<file path="src/rtl/fifo_uart_drain.sv">
// fifo_uart_drain: pops words from a FIFO read port and sends each one as an
// 8N1 UART frame (start bit, WIDTH data bits LSB first, stop bit) on tx_o.
// A read request that gets no rd_dv_i within DV_TIMEOUT cycles is abandoned
// with an err_o pulse and retried from IDLE.
module fifo_uart_drain #(
    parameter int WIDTH        = 8,
    parameter int CLKS_PER_BIT = 217,
    parameter int DV_TIMEOUT   = 4
) (
    input  logic             clk_i,
    input  logic             rst_i,
    input  logic             enable_i,
    input  logic             empty_i,
    output logic             rd_en_o,
    input  logic             rd_dv_i,
    input  logic [WIDTH-1:0] rd_data_i,
    output logic             tx_o,
    output logic             busy_o,
    output logic             done_o,
    output logic             err_o
);

    localparam int CW = (CLKS_PER_BIT > 1) ? $clog2(CLKS_PER_BIT) : 1;
    localparam int BW = (WIDTH > 1) ? $clog2(WIDTH) : 1;
    localparam int TW = (DV_TIMEOUT > 0) ? $clog2(DV_TIMEOUT + 1) : 1;

    localparam logic [CW-1:0] CLK_LAST = CW'(CLKS_PER_BIT - 1);
    localparam logic [BW-1:0] BIT_LAST = BW'(WIDTH - 1);
    localparam logic [TW-1:0] TO_LAST  = TW'(DV_TIMEOUT - 1);

    typedef enum logic [2:0] {
        IDLE,
        WAIT_DV,
        START,
        DATA,
        STOP
    } state_t;

    state_t           state, state_n;
    logic [CW-1:0]    clk_cnt, clk_cnt_n;
    logic [BW-1:0]    bit_cnt, bit_cnt_n;
    logic [TW-1:0]    to_cnt, to_cnt_n;
    logic [WIDTH-1:0] shreg, shreg_n;
    logic             tx_n, rd_en_n, busy_n, done_n, err_n;

    // State, counters, shift register and all outputs are registered here.
    always_ff @(posedge clk_i or posedge rst_i) begin
        if (rst_i) begin
            state   <= IDLE;
            clk_cnt <= '0;
            bit_cnt <= '0;
            to_cnt  <= '0;
            shreg   <= '0;
            tx_o    <= 1'b1;
            rd_en_o <= 1'b0;
            busy_o  <= 1'b0;
            done_o  <= 1'b0;
            err_o   <= 1'b0;
        end else begin
            state   <= state_n;
            clk_cnt <= clk_cnt_n;
            bit_cnt <= bit_cnt_n;
            to_cnt  <= to_cnt_n;
            shreg   <= shreg_n;
            tx_o    <= tx_n;
            rd_en_o <= rd_en_n;
            busy_o  <= busy_n;
            done_o  <= done_n;
            err_o   <= err_n;
        end
    end

    // Next-state logic; output values are computed one cycle ahead so the
    // pins come straight from flops. tx_n is the level for the next cycle,
    // and the shift register is pre-shifted as each data bit is launched.
    always_comb begin
        state_n   = state;
        clk_cnt_n = clk_cnt;
        bit_cnt_n = bit_cnt;
        to_cnt_n  = to_cnt;
        shreg_n   = shreg;
        tx_n      = tx_o;
        rd_en_n   = 1'b0;
        done_n    = 1'b0;
        err_n     = 1'b0;

        case (state)
            IDLE: begin
                tx_n      = 1'b1;
                clk_cnt_n = '0;
                bit_cnt_n = '0;
                to_cnt_n  = '0;
                if (enable_i && !empty_i) begin
                    rd_en_n = 1'b1;
                    state_n = WAIT_DV;
                end
            end
            WAIT_DV: begin
                if (rd_dv_i) begin
                    shreg_n   = rd_data_i;
                    to_cnt_n  = '0;
                    clk_cnt_n = '0;
                    tx_n      = 1'b0;
                    state_n   = START;
                end else if (to_cnt == TO_LAST) begin
                    to_cnt_n = '0;
                    err_n    = 1'b1;
                    state_n  = IDLE;
                end else begin
                    to_cnt_n = to_cnt + 1'b1;
                end
            end
            START: begin
                if (clk_cnt == CLK_LAST) begin
                    clk_cnt_n = '0;
                    bit_cnt_n = '0;
                    tx_n      = shreg[0];
                    shreg_n   = shreg >> 1;
                    state_n   = DATA;
                end else begin
                    clk_cnt_n = clk_cnt + 1'b1;
                end
            end
            DATA: begin
                if (clk_cnt == CLK_LAST) begin
                    clk_cnt_n = '0;
                    if (bit_cnt == BIT_LAST) begin
                        tx_n    = 1'b1;
                        state_n = STOP;
                    end else begin
                        bit_cnt_n = bit_cnt + 1'b1;
                        tx_n      = shreg[0];
                        shreg_n   = shreg >> 1;
                    end
                end else begin
                    clk_cnt_n = clk_cnt + 1'b1;
                end
            end
            STOP: begin
                tx_n = 1'b1;
                if (clk_cnt == CLK_LAST) begin
                    clk_cnt_n = '0;
                    done_n    = 1'b1;
                    state_n   = IDLE;
                end else begin
                    clk_cnt_n = clk_cnt + 1'b1;
                end
            end
            default: begin
                tx_n    = 1'b1;
                state_n = IDLE;
            end
        endcase

        busy_n = (state_n != IDLE);
    end

endmodule

</file>
<file path="config.mk">
export PLATFORM = sky130hd
export DESIGN_NAME = fifo_uart_drain
export DESIGN_NICKNAME = d
export VERILOG_FILES = /design/src/rtl/fifo_uart_drain.sv
export SDC_FILE = /design/constraint.sdc
export NUM_CORES = 1
export LEC_CHECK = 0
export ABC_AREA = 1
export CAP_MARGIN = 20
export CORE_ASPECT_RATIO = 1.4
export CORE_UTILIZATION = 30
export CTS_BUF_LIST = sky130_fd_sc_hd__clkbuf_2
export DETAILED_ROUTE_END_ITERATION = 12
export GPL_TIMING_DRIVEN = 0
export PLACE_DENSITY = 0.53
export SYNTH_ARGS = -nofsm -noshare
export SYNTH_HDL_FRONTEND = slang
export SYNTH_SLANG_ARGS = --single-unit
</file>
<file path="constraint.sdc">
create_clock -name clk_i -period 2.98 [get_ports clk_i]
set_clock_uncertainty 0.2 [all_clocks]
set_input_delay 0.596 -clock clk_i [delete_from_list [all_inputs] [get_ports clk_i]]
set_output_delay 0.596 -clock clk_i [all_outputs]
set_load 0.01 [all_outputs]
</file>
==> results of run 1 <==
-- cells in the final DEF (no fill, tap or decap), drive strengths merged --
master | netlist | routed
a21oi | 1 | 1
buf | 4 | 5
clkbuf | 0 | 6
clkdlybuf4s50 | 0 | 17
clkinv | 0 | 2
dfrtp | 29 | 29
dfstp | 1 | 1
ha | 5 | 5
inv | 30 | 30
nand2 | 81 | 81
nand3 | 16 | 16
nand4 | 16 | 16
nor2 | 17 | 17
o21a | 1 | 1
o21ai | 17 | 17
o21bai | 1 | 1
-- power breakdown --
| group | switching [mW] | internal, mW |
|---|---|---|
| Sequential | 0 | 0.407 |
| Combinational | 0.0124 | 0.0177 |
| Clock | 0.149 | 0.0577 |
-- sequential cells by signal (all words and copies together) (netlist names) --
register	cells
bit_cnt	3
busy_o	1
clk_cnt	8
done_o	1
err_o	1
rd_en_o	1
shreg	8
state	3
to_cnt	3
tx_o	1
-- cells by family after synthesis --
kind of cell,count (synthesis),synth area share (%)
buffers and inverters,34,9.21
adders and majority gates,5,3.57
and+or+nand+nor,130,36.8
AOI/OAI and AO/OA,20,7.49
DFF,30,42.9
-- metrics by stage --
stage	utilization, %	setup slack, ns	total power [mW]
2_1_floorplan	-	1.40	0.422
3_3_place_gp	36.1	0.708	0.441
3_5_place_dp	36.6	1.05	0.446
4_1_cts	37.3	0.696	0.655
5_1_grt	37.3	0.661	0.678
6_report	37.3	0.723	0.644
-- worst max-delay path by stage --
stage	start	to	slack (ns)	cells after the start
finish	tx_o$_DFFE_PP1P_	tx_o	0.72	1
global route	tx_o$_DFFE_PP1P_	tx_o	0.66	1
CTS	tx_o$_DFFE_PP1P_	tx_o	0.70	1
detailed placement	rd_dv_i	busy_o$_DFF_PP0_	1.05	6
global placement	rst_i	to_cnt[1]$_DFFE_PP0P_	0.71	2
floorplan	bit_cnt[0]$_DFFE_PP0P_	shreg[0]$_DFFE_PP0P_	1.40	8
-- per-layer routing --
metal,share of wire (%),global-route usage (%),vias to the layer above
li1,-,-,751
met3,3.3,4.19,5
met2,51,24.5,20
met1,44,14.9,640
met5,0,0,-
met4,1.6,4.79,0
-- layout make-up --
| cell class | instances | area [um2] |
|---|---|---|
| Inverter | 30 | 120 |
| Sequential cell | 30 | 752 |
| Clock inverter | 2 | 8.76 |
| Fill cell | 601 | 3490 |
| Buffer | 4 | 41.3 |
| Timing Repair Buffer | 18 | 198 |
| Tap cell | 68 | 85.1 |
| Clock buffer | 6 | 30.0 |
| Multi-Input combinational cell | 155 | 840 |
-- synth_stat cells, types with 4 or more instances --
library cell and n:
dfrtp_1 29, nor2_1 10, nand4_1 16, nand2_2 6
o21ai_2 7, o21ai_0 6, o21ai_1 4, nand3_1 15
inv_1 24, nor2_4 6, ha_1 5, nand2_1 72
==> results.cfg, run 1 <==
[layout]
layout-area-overhead-vs-synth_pct = 18.3
antennaDiodeCount = 0
nNetsFinal = 262
stdcell_count = 313
drive_gt1_share_pct = 17.6
fin_area_um2 = 2070

[setup_path]
crit_path_start_kind = flip-flop
r2r_slack_ns = 1.22
end_kind = output port
slowest_delay_ns = 0.56
cp.buffers_inverters = 1
worst-r2r-cell-count = 8
cpMaxStageDelayCell = dfstp_2
rr_startpoint = bit_cnt[0]$_DFFE_PP0P_
path_cells = clkdlybuf4s50_1
crit_arrival_ns = 1.46
crit_family = flip-flops
crit_type = reg2out
reg2reg_to = shreg[5]$_DFFE_PP0P_
worstPathMaxFanout = 2
crit_required_ns = 2.18

[logic_synthesis]
synth_nets = 237
ys_top_cells_by_area = dfrtp_1, nand2_1, nand4_1, inv_1, nand3_1
ys.flop_type = dfrtp_1
yosysWarnings = 0
synth.avg_cell_area_um2 = 8.00
ys_types = 23
synth_seq_cells = 30
ys_seq_area_share_pct = 42.9
synth_edf_count = 0
yosysTopAreaCell = dfrtp_1
async_reset_ff_share_pct = 100
syn_inst = 219
netlist_area_um2 = 1750
synth_top_area_share_pct = 41.4

[global_routing]
grt_max_degree = 18
antenna_found_initial = 0
grt_pass1_vias = 1446
track_usage_pct = 13.8
grt_pass1_wl_mm = 6.31
overflow = 0

[detailed_routing]
drc = 0
drt_pass1_iterations = 4
wl_per_cell_um = 11.7
vias = 1416
routed_wl_mm = 3.66
antenna_left = 0
via_per_inst = 4.52
drt_iter0_markers = 59

[sta]
whs_ns = 0.284
max_freq_mhz = 443
hold_violations = 0
min_period_ns = 2.26
tns_ns = 0
post-route-period-util_pct = 75.7
finalMaxSlewViolations = 0
rsz0062_at_grt = false
slew_headroom_pct = 56.9
setup-violations-final = 0
tightest_slew_ns = 0.646

[placement]
dp.cells = 305
dpl_cell_area_um2 = 2040
place_hpwl_mm = 2.82
port_buffers = 17
gp_congestion = 0.765

[cts]
ctsLongestPathBuffers = 2
clkTransAtPathRegs_ns = 0.16
clock_sink_count = 30
cts-root-buf = clkbuf_2
cts_tree = done
clock_latency_ns = 0.37
h-tree-depth = 2
hold_buffers = 0
cts_setup_buffers = 0
cts_resized = 0
cts_buffers = 5

[die]
design.core.area_um2 = 5570
die-width_um = 66.6
die_area_um2 = 6160
die_h_um = 92.4
num_rows = 32
start_util_pct = 31.5
pin_count = 18

[worst_hold_path]
holdPathEnd = tx_o$_DFFE_PP1P_
worstHoldPathType = reg2reg
min_from = tx_o$_DFFE_PP1P_
whs_path_depth = 2

[outcome]
status = finished, final reports clean

[job]
drv_cap = 0

[power]
vdd_drop_max_uv = 221
power.leakage_nw = 1.07
powerDensity_nw_per_um2 = 310
Note: power is estimated with default switching activity, not from simulation.
==> run 2, diff against run 1 <==
--- a/config.mk
+++ b/config.mk
@@ -12,7 +12,7 @@
 export CTS_BUF_LIST = sky130_fd_sc_hd__clkbuf_2
 export DETAILED_ROUTE_END_ITERATION = 12
 export GPL_TIMING_DRIVEN = 0
-export PLACE_DENSITY = 0.53
+export PLACE_DENSITY = 0.54
 export SYNTH_ARGS = -nofsm -noshare
 export SYNTH_HDL_FRONTEND = slang
 export SYNTH_SLANG_ARGS = --single-unit
==> constraint.sdc (replaced) <==
create_clock -name clk_i -period 1.9 [get_ports clk_i]
set_clock_uncertainty 0.2 [all_clocks]
set_input_delay 0.38 -clock clk_i [delete_from_list [all_inputs] [get_ports clk_i]]
set_output_delay 0.38 -clock clk_i [all_outputs]
set_load 0.01 [all_outputs]
==> run 2 against run 1 <==
Against the previous run:
- setup slack worse by 0.58 ns
- sequential cell count is the same
- design area rose by 0.42%
- critical path depth is 7 higher
- non-clock buffer count unchanged
- register-to-register slack worse by 1.1 ns
- combinational power grew 55%
- utilization grew 0.16 points
- die area stayed put
- global-route usage is 0.15 points lower
- power up 57%
- highest routed layer unchanged
==> results.cfg, run 2 (synthesized netlist as in run 1, its figures left out) <==
[detailed_routing]
via_per_inst = 4.64
antenna_left = 0
vias = 1451
drt_iter0_markers = 67
wl_per_cell_um = 11.7
routed_wl_mm = 3.65
drc = 0
drt_pass1_iterations = 4

[sta]
setup-violations-final = 0
min_period_ns = 1.76
whs_ns = 0.152
finalMaxSlewViolations = 0
max_freq_mhz = 568
rsz0062_at_grt = false
tns_ns = 0
slew_headroom_pct = 57.3
post-route-period-util_pct = 92.7
hold_violations = 0
worst_slack_ns = 0.138
tightest_slew_ns = 0.640

[cts]
cts_buffers = 5
cts_setup_buffers = 0
clock_sink_count = 30
ctsLongestPathBuffers = 2
h-tree-depth = 2
cts-root-buf = clkbuf_2
hold_buffers = 0
cts_tree = done
clock_latency_ns = 0.38
clkTransAtPathRegs_ns = 0.19

[layout]
final_common_cell = nand2_1
antennaDiodeCount = 0
postLayoutCoreUtil_pct = 37.4
stdcell_count = 313
seqCellArea_um2 = 752
layout-area-overhead-vs-synth_pct = 18.8
top_regs = clk_cnt: 8 flops, shreg: 8 flops
fin_area_um2 = 2080
most-common-layout-cells = nand2_1, dfrtp_1, inv_1, nand4_1, nand3_1
drive_gt1_share_pct = 17.6
nNetsFinal = 262
multi_input_area_um2 = 840
fillers = 604

[setup_path]
crit_required_ns = 1.96
crit_path_start_kind = flip-flop
crit_type = reg2reg
worst-r2r-cell-count = 8
worstPathMaxFanout = 9
reg2reg_to = shreg[1]$_DFFE_PP0P_
rr_startpoint = bit_cnt[0]$_DFFE_PP0P_
crit_arrival_ns = 1.82
end_kind = flip-flop
r2r_slack_ns = 0.14
crit_start = bit_cnt[0]$_DFFE_PP0P_

[placement]
dpl_cell_area_um2 = 2040
port_buffers = 17
place_hpwl_mm = 2.80
dp.cells = 305
pre_cts_slack_ns = 0.144
gp_congestion = 0.810

[global_routing]
overflow = 0
track_usage_pct = 13.6
grt_pass1_vias = 1420
grt_pass1_wl_mm = 6.28
grt_max_degree = 18
antenna_found_initial = 0

[power]
vdd_drop_max_uv = 296
power.leakage_nw = 1.13
fin_total_pwr_mw = 1.01
powerDensity_nw_per_um2 = 486

[die]
die_area_um2 = 6160
pin_count = 18
die-width_um = 66.6
design.core.area_um2 = 5570
die_h_um = 92.4
num_rows = 32
start_util_pct = 31.5

[outcome]
status = finished, final reports clean

[worst_hold_path]
worstHoldPathType = in2async

[job]
drv_cap = 0
==> run 2: cell count changes in the layout (fill, tap and decap cells not counted) <==
cell             change
dlygate4sd2_1        +1
dlymetal6s2s_1       +4
clkdlybuf4s50_1      -5
==> run 2: final cells by class <==
cell class	instances	share of cell area (%)
Multi-Input combinational cell	155	40.3
Sequential cell	30	36.1
Timing Repair Buffer	18	9.91
Inverter	30	5.77
Tap cell	68	4.08
Buffer	4	1.98
Clock buffer	6	1.44
Clock inverter	2	0.420
==> run 2: critical path: stages (launching register included) <==
cell and delay (ns):
dfrtp_1 0.43, ha_1 0.21, ha_1 0.21, nand4_1 0.16, nand2_2 0.09, inv_4 0.12, nand3_4 0.13, nand2_1 0.08
nand2_1 0.05
==> run 2: power by group <==
| group | total [mW] | switching (mW) | internal (mW) | leakage [nW] |
|---|---|---|---|---|
| Clock | 0.326 | 0.236 | 0.0905 | 0.0304 |
| Sequential | 0.639 | 0 | 0.639 | 0.374 |
| Combinational | 0.0467 | 0.0189 | 0.0278 | 0.721 |
| Total | 1.01 | 0.255 | 0.757 | 1.13 |
==> run 2: what timing repair did <==
item,CTS,global route
pin swaps,0,0
setup endpoints to repair,1,4
gates resized for setup,1,4
==> run 2: per-layer routing <==
layer  global-route usage [%]  part of all wire (%)  up-vias
li1                         -                     -      760
met1                     14.8                    44      663
met2                     23.9                    51       23
met3                     4.19                   2.7        5
met4                     5.32                   1.7        0
met5                        0                     0        -
==> run 2: how the worst max path moves through the flow <==
stage	end	slack, ns	depth (start not counted)
after floorplan	shreg[0]$_DFFE_PP0P_	0.32	8
after global routing	shreg[1]$_DFFE_PP0P_	0.03	8
after detailed placement	shreg[3]$_DFFE_PP0P_	0.14	8
after global placement	to_cnt[1]$_DFFE_PP0P_	-0.18	2
final	shreg[1]$_DFFE_PP0P_	0.14	8
after CTS	busy_o	0.02	1
==> run 3, diff against run 2 <==
--- a/config.mk
+++ b/config.mk
@@ -10,6 +10,7 @@
 export CORE_ASPECT_RATIO = 1.4
 export CORE_UTILIZATION = 30
 export CTS_BUF_LIST = sky130_fd_sc_hd__clkbuf_2
+export CTS_CLUSTER_SIZE = 10
 export DETAILED_ROUTE_END_ITERATION = 12
 export GPL_TIMING_DRIVEN = 0
 export PLACE_DENSITY = 0.54
==> results of run 3 <==
Same layout as run 2: the final DEF is identical, and so are final timing and power.
